$ cat src/rtl/decode_pipe_stage.sv
`default_nettype none
// ============================================================================
//  Module   : decode_pipe_stage
//  Purpose  : Decode stage with integrated register file, load-use stall
//             detection, valid/ready handshakes, flush, and a registered
//             ID/EX output.
//  Options  : DECODE_WB_BYPASS_EN - when defined, a writeback to a register
//             being read this cycle is forwarded to the read (write-through).
//  Revision : 1.0 - initial pipelined release
// ============================================================================
module decode_pipe_stage #(
  parameter int WIDTH            = 32,
  parameter int REGNUM           = 16,
  parameter int ADDRESSWIDTH     = 4,
  parameter int OPCODEWIDTH      = 4,
  parameter int INSTRUCTIONWIDTH = 24,
  parameter int IMMWIDTH         = 16,
  parameter logic [OPCODEWIDTH-1:0] LOADOPCODE = 4'd2
) (
  input  logic                        clock,
  input  logic                        reset,
  input  logic                        inValid,
  output logic                        inReady,
  input  logic [INSTRUCTIONWIDTH-1:0] instruction,
  input  logic [WIDTH-1:0]            PCPlus8,
  input  logic                        obtainPCAsR1,
  input  logic                        writeEnable,
  input  logic [ADDRESSWIDTH-1:0]     writeAddress,
  input  logic [WIDTH-1:0]            dataToSave,
  input  logic                        flush,
  output logic                        outValid,
  input  logic                        outReady,
  output logic [OPCODEWIDTH-1:0]      opcode,
  output logic [ADDRESSWIDTH-1:0]     regDestinationAddress,
  output logic [ADDRESSWIDTH-1:0]     reg1FinalAddress,
  output logic [ADDRESSWIDTH-1:0]     reg2Address,
  output logic [WIDTH-1:0]            reg1Content,
  output logic [WIDTH-1:0]            reg2Content,
  output logic [WIDTH-1:0]            inmediate,
  output logic                        stall
);

  localparam int IW = INSTRUCTIONWIDTH;
  localparam int OW = OPCODEWIDTH;
  localparam int AW = ADDRESSWIDTH;
  // The top register address is not storage: it reads back the PC.
  localparam logic [AW-1:0] c_PC_ADDR = AW'(REGNUM - 1);

  // Writable storage only; the PC alias has no entry.
  logic [WIDTH-1:0] r_regs [0:REGNUM-2];

  logic             r_valid;
  logic [OW-1:0]    r_opcode;
  logic [AW-1:0]    r_rd;
  logic [AW-1:0]    r_rs1;
  logic [AW-1:0]    r_rs2;
  logic [WIDTH-1:0] r_rs1_val;
  logic [WIDTH-1:0] r_rs2_val;
  logic [WIDTH-1:0] r_imm;

  logic [OW-1:0]    w_opcode;
  logic [AW-1:0]    w_rd;
  logic [AW-1:0]    w_rs1_field;
  logic [AW-1:0]    w_rs1;
  logic [AW-1:0]    w_rs2;
  logic [WIDTH-1:0] w_imm;
  logic [WIDTH-1:0] w_rs1_val;
  logic [WIDTH-1:0] w_rs2_val;
  logic             w_advance;
  logic             w_hazard;

  // Field extraction, MSB first: opcode, rd, rs1, rs2; immediate from the LSBs.
  assign w_opcode    = instruction[IW-1 -: OW];
  assign w_rd        = instruction[IW-OW-1 -: AW];
  assign w_rs1_field = instruction[IW-OW-AW-1 -: AW];
  assign w_rs2       = instruction[IW-OW-2*AW-1 -: AW];
  assign w_imm       = WIDTH'(instruction[IMMWIDTH-1:0]);
  assign w_rs1       = obtainPCAsR1 ? c_PC_ADDR : w_rs1_field;

  // Register file write port; the PC alias silently ignores writes, and reset leaves contents intact.
  always_ff @(posedge clock) begin
    if (writeEnable && (writeAddress != c_PC_ADDR)) begin
      r_regs[writeAddress] <= dataToSave;
    end
  end

  // Two read ports: PC alias first, then optional same-cycle writeback forwarding, then storage.
  always_comb begin
    w_rs1_val = '0;
    w_rs2_val = '0;
    if (w_rs1 == c_PC_ADDR) begin
      w_rs1_val = PCPlus8;
`ifdef DECODE_WB_BYPASS_EN
    end else if (writeEnable && (writeAddress == w_rs1)) begin
      w_rs1_val = dataToSave;
`endif
    end else begin
      w_rs1_val = r_regs[w_rs1];
    end
    if (w_rs2 == c_PC_ADDR) begin
      w_rs2_val = PCPlus8;
`ifdef DECODE_WB_BYPASS_EN
    end else if (writeEnable && (writeAddress == w_rs2)) begin
      w_rs2_val = dataToSave;
`endif
    end else begin
      w_rs2_val = r_regs[w_rs2];
    end
  end

  // A held load whose rd feeds the incoming instruction must wait one cycle;
  // an rs1 forced to the PC never depends on a load.
  assign w_advance = !r_valid || outReady;
  assign w_hazard  = inValid && r_valid && (r_opcode == LOADOPCODE) &&
                     (((r_rd == w_rs1_field) && !obtainPCAsR1) || (r_rd == w_rs2));
  assign inReady   = flush || (w_advance && !w_hazard);
  assign stall     = !flush && w_advance && w_hazard;

  // ID/EX register: flush kills, backpressure holds, hazard inserts a bubble.
  always_ff @(posedge clock) begin
    if (!reset) begin
      r_valid   <= 1'b0;
      r_opcode  <= '0;
      r_rd      <= '0;
      r_rs1     <= '0;
      r_rs2     <= '0;
      r_rs1_val <= '0;
      r_rs2_val <= '0;
      r_imm     <= '0;
    end else if (flush) begin
      r_valid <= 1'b0;
    end else if (w_advance) begin
      if (inValid && !w_hazard) begin
        r_valid   <= 1'b1;
        r_opcode  <= w_opcode;
        r_rd      <= w_rd;
        r_rs1     <= w_rs1;
        r_rs2     <= w_rs2;
        r_rs1_val <= w_rs1_val;
        r_rs2_val <= w_rs2_val;
        r_imm     <= w_imm;
      end else begin
        r_valid <= 1'b0;
      end
    end
  end

  assign outValid              = r_valid;
  assign opcode                = r_opcode;
  assign regDestinationAddress = r_rd;
  assign reg1FinalAddress      = r_rs1;
  assign reg2Address           = r_rs2;
  assign reg1Content           = r_rs1_val;
  assign reg2Content           = r_rs2_val;
  assign inmediate             = r_imm;

endmodule
`default_nettype wire
$ cat config.mk
export PLATFORM = sky130hd
export DESIGN_NAME = decode_pipe_stage
export DESIGN_NICKNAME = d
export VERILOG_FILES = /design/src/rtl/decode_pipe_stage.sv
export SDC_FILE = /design/constraint.sdc
export NUM_CORES = 1
export LEC_CHECK = 0
export CAP_MARGIN = 20
export CORE_MARGIN = 5
export CORE_UTILIZATION = 40
export DETAILED_ROUTE_END_ITERATION = 7
export PLACE_DENSITY = 0.57
export SLEW_MARGIN = 5
export SYNTH_ARGS = -nofsm -noshare
export SYNTH_HDL_FRONTEND = slang
export SYNTH_SLANG_ARGS = --single-unit
$ cat constraint.sdc
create_clock -name clock -period 5.25 [get_ports clock]
set_input_delay 1.05 -clock clock [delete_from_list [all_inputs] [get_ports clock]]
set_output_delay 1.05 -clock clock [all_outputs]
set_load 0.01 [all_outputs]
### After elaboration in Yosys (flattened, before gate mapping)

Memory sizes are Yosys's and may differ from the RTL's.
Index checks and enable logic that the tools add are counted.

* memory bits (writable): 480
* input port bits: 99
* register bits: 97
* ROM bits: 0
* bits in latches: 0
* word-level logic and storage cells: 41
* output and inout bits: 115
* memories: 1

* $mul: 0
* bitwise logic cells: 2
* divide/modulo/power cells: 0
* shifts and indexed selects: 0
* equality and inequality tests: 6
* multiplexer cells: 6
* $lt $le $gt $ge: 0
* reduce and logical (&&, ||, !) cells: 18
* add/sub/neg operators: 0

Memory list
* r_regs: words 15, width 32, read ports 2, clocked after memory_dff 0, write ports 1, RTL line 50 `logic [WIDTH-1:0] r_regs [0:REGNUM-2];`

Operators with widths (number)
* 2-to-1 mux 32 bit: 2
* logical AND 1 bit: 9
* == test 4 bit: 2
* == test 4 bit (second input constant): 2
* == test 4 x 2 -> 1 bit (second input constant): 1
* zero test 1 bit: 4
* 2-to-1 mux 4 bit: 1
* inequality test 4 bit (second input constant): 1
* logical OR 1 bit: 3
* 2-to-1 mux 1 bit: 3
* AND reduction 3 bit: 1
* NOT 1 bit: 2
* OR reduction 2 bit: 1

### Logic depth before layout (Yosys ltp)

* depth in word-level cells: 7
* depth in mapped cells: 10
* depth with buffers taken out: 5

### Least setup slack after synthesis

Ideal clock, no wire load.

* path type: input to register
* start point: input writeAddress[3]
* end point: memory r_regs[0][0], enable pin
* cell stages on the path: 2
* arrival time: 3.768 ns
* path slack: 1.020 ns
* required time: 4.789 ns
* path through: or3b_2 -> nor3_1

* word-level cells in the longest chain between the ends: 4

RTL lines
* from (decl): RTL line 28 `input logic [ADDRESSWIDTH-1:0] writeAddress,`
* inequality test 4 bit: RTL line 82 `if (writeEnable && (writeAddress != c_PC_ADDR)) begin`
* logical AND 1 bit: RTL line 82
* 2-to-1 mux 1 bit: RTL line 82
* 2-to-1 mux 1 bit (not written as such): RTL line 83 `r_regs[writeAddress] <= dataToSave;`
* to (decl): RTL line 50

Several ways; a longest one is shown, not always the timed one.

### Final worst setup path

* start point: input instruction[12]
* end point: output stall

* word-level cells in the longest chain between the ends: 5

RTL lines
* from (decl): RTL line 24 `input logic [INSTRUCTIONWIDTH-1:0] instruction,`
* == test 4 bit: RTL line 115 `(((r_rd == w_rs1_field) && !obtainPCAsR1) || (r_rd == w_rs2));`
* logical AND 1 bit: RTL line 115
* logical OR 1 bit: RTL line 115
* logical AND 1 bit: RTL line 114 `assign w_hazard = inValid && r_valid && (r_opcode == LOADOPCODE) &&`
* logical AND 1 bit: RTL line 117 `assign stall = !flush && w_advance && w_hazard;`
* to (decl): RTL line 40 `output logic stall`

Every way passes these cells.

==> impl_results.md <==
* CTS Hold Bufs at 0
* Hold Fails Final Rpt at 0
* Via count at between 15k and 20k
* Critical path's slowest cell: clkdlybuf4s50_1
* CP top delay family: buffers and inverters
* CP cell instances: buf_8, xnor2_1, nand3_1, o31a_1, nor3_1, clkdlybuf4s50_1
* Crit path max fanout at 58
* Final setup violating endpoints at 0
* Share of layout cells above drive strength 1 at about 20%
* Syn avg cell area at 15.30 um^2
* Storage cell area at 16280 um^2
* Global router's overall resource usage at 22.67%
* Status: finished, final reports clean
* Cell taking the most area after synthesis: edfxtp_1
* Commonest non-fill, non-tap cell in the layout: edfxtp_1
* Largest net degree at the start of global routing at 150
* Worst vdd ir at 251.9 uV
* Worst slew pin tran at 1272 ps
* Clock Path Buffers at 3
* Die area at 71500 um^2
* Residual DRC at 0
* Crit end category: output port
* IO Port Bufs at 197
* Filler cells at 5586
* TritonCTS clock tree: done
* Tmin final at 4043 ps
* Post-DR wirelength/cell at 29.68 um
* RSZ-0062 raised after global routing: no
* Top-area cell type share of the netlist area at 54.39%
* Power, Total at about 10 mW
* Area contributors post-synth: edfxtp_1 (54%), mux4_2 (13%), dfxtp_1 (7.0%)
* Flops & latches, synth at 573
* Maximum operating frequency at 247.3 MHz
* Fin Setup TNS at 0 ps
* DRT Pass-1 Iters at 7
* EDFF count, synth at 480
* Netlist cell types at 54
* Gates resized, CTS repair at 0
* Initial antenna violation count at 4
* DIE HEIGHT at around 270 um
* Crit start category: primary input
* Root Buffer: clkbuf_16
* Vias per cell at 6.226
* Sequential area share after synthesis at 61.41%
* Post-Route Skew at 17.22 ps
* Period utilisation layout at 77.01%
* Nets@finish at 1985
* CTS sink count at around 570
* Multi-input gate area at 9463 um^2
* Post-synthesis async set-or-reset flop share at 0%
* Mapped cell area at 26500 um^2
* Post-Place Cells at 2687
* Static Leak at about 10 nW
* Worst Path Required at 4200 ps
* Post-Layout Cell Count at 2803
* GR Overflow Total at 0
* Die W at 267.4 um
* Initial DRC count at between 1.5k and 2k
* Initial Util at 40.31%
* Rel. slew slack at ~15%
* Final Max Tran Viols at 0
* RePlAce Congestion at between 0.8 and 0.9
* Max Cap Viol at 0
* Core ar. at 65750 um^2
* Clock slew at reported path FFs at 60 ps
* Layout area overhead at 17.93%
* Cells after Synth at 1732
* PwrDens at 333.6 nW/um^2
* Post-CTS Repair Setup Buffers at 0
* CP bufs+invs at 2
* Setup CP Type: in2out
* Vias in the first global route at 17.70k
* Most frequent cells in the layout: edfxtp_1 (480), clkdlybuf4s50_1 (190), mux4_2 (153)
* DPL Wire Length at roughly 49000 um
* Worst hold path type: reg2reg
* H-tree depth at 2
* Arr. time, crit path at 2990 ps
* # IOs at 214
* Final WL at 83190 um
* CTS Buf Count at 60
* Max stage delay on crit path at 570 ps
* Row cnt at 94
* First-pass GRT wire length at 120200 um
* Post-route ant nets at 0
* Synth warnings at 0
* Clk_lat worst skew at around 640 ps
* Main synth FF type: edfxtp_1
sequential cells by signal (all words and copies together) (netlist names):
register,cells
r_regs,480
opcode,4
reg2Address,3
reg2Content,32
outValid,1
reg1FinalAddress,4
regDestinationAddress,4
reg1Content,32
inmediate,13
power breakdown:
| group | switching [mW] | total, mW | internal, mW |
|---|---|---|---|
| registers | 0.0650 | 5.12 | 5.05 |
| logic | 0.630 | 1.10 | 0.475 |
| clock network | 1.81 | 4.20 | 2.40 |
| total | 2.50 | 10.4 | 7.92 |
layout make-up:
type / count / share of cell area (%)
repair buffers: 258 / 7.911
clock buffers: 83 / 5.405
multi-input cells: 989 / 30.28
clock inverters: 31 / 0.8167
diodes: 1 / 0.008007
flip-flops and latches: 573 / 52.08
well taps: 864 / 3.459
inverters: 4 / 0.04804
path summary, 6_finish.rpt:
path                                 startpoint              to  slack (ps)  depth (start not counted)
worst max-delay path            instruction[12]           stall        1210                          6
worst min-delay path              inmediate[14]   inmediate[14]         480                          2
worst max register to register        opcode[1]  reg2Content[4]        2560                          6
worst min register to register    inmediate[14]   inmediate[14]         480                          2
worst reg2reg max path, delay by kind of cell (launching register included):
family	cells	cell delay, ps
buf+inv	1	270
flops	1	340
simple gates	3	780
compound gates	2	1190
per-layer routing:
metal | GRT usage (%) | wire length [um] | vias to the layer above
li1 | - | - | 7406
met1 | 31.86 | 35420 | 9084
met2 | 36.36 | 38980 | 818
met3 | 4.456 | 6672 | 137
met4 | 6.340 | 2085 | 6
met5 | 0 | 36 | -
cell usage after synthesis (39+ instances only):
cell type	number
a211oi_1	79
a21oi_1	117
buf_2	72
clkbuf_1	68
dfxtp_1	93
edfxtp_1	480
mux2i_1	123
mux4_2	153
nand2_1	51
nand3_1	39
nor2b_1	49
o21ai_0	61
cell families (layout without fill, tap and decap cells):
group	Yosys count	count (layout)	synth area share, %
flip-flops	573	573	61.41
AO/OA/AOI/OAI	460	460	11.97
multiplexers	308	308	19.01
AND/OR/NAND/NOR	197	197	3.678
buffers and inverters	185	376	3.649
XOR/XNOR	8	8	0.2644
other	1	17	0.01415
stage by stage:
| stage | hold WS, ps | instance area (um^2) | utilization, % | worst slack [ps] |
|---|---|---|---|---|
| 2_1_floorplan | 494.8 | 26560 | - | 1020 |
| 3_3_place_gp | 461.6 | 29300 | 44.56 | 1213 |
| 3_5_place_dp | 470.6 | 29300 | 44.56 | 1249 |
| 4_1_cts | 480.5 | 31240 | 47.52 | 1244 |
| 5_1_grt | 503.4 | 31250 | 47.54 | 1110 |
| 6_report | 477.6 | 31250 | 47.54 | 1207 |
Power figures use the tool's default switching activity.
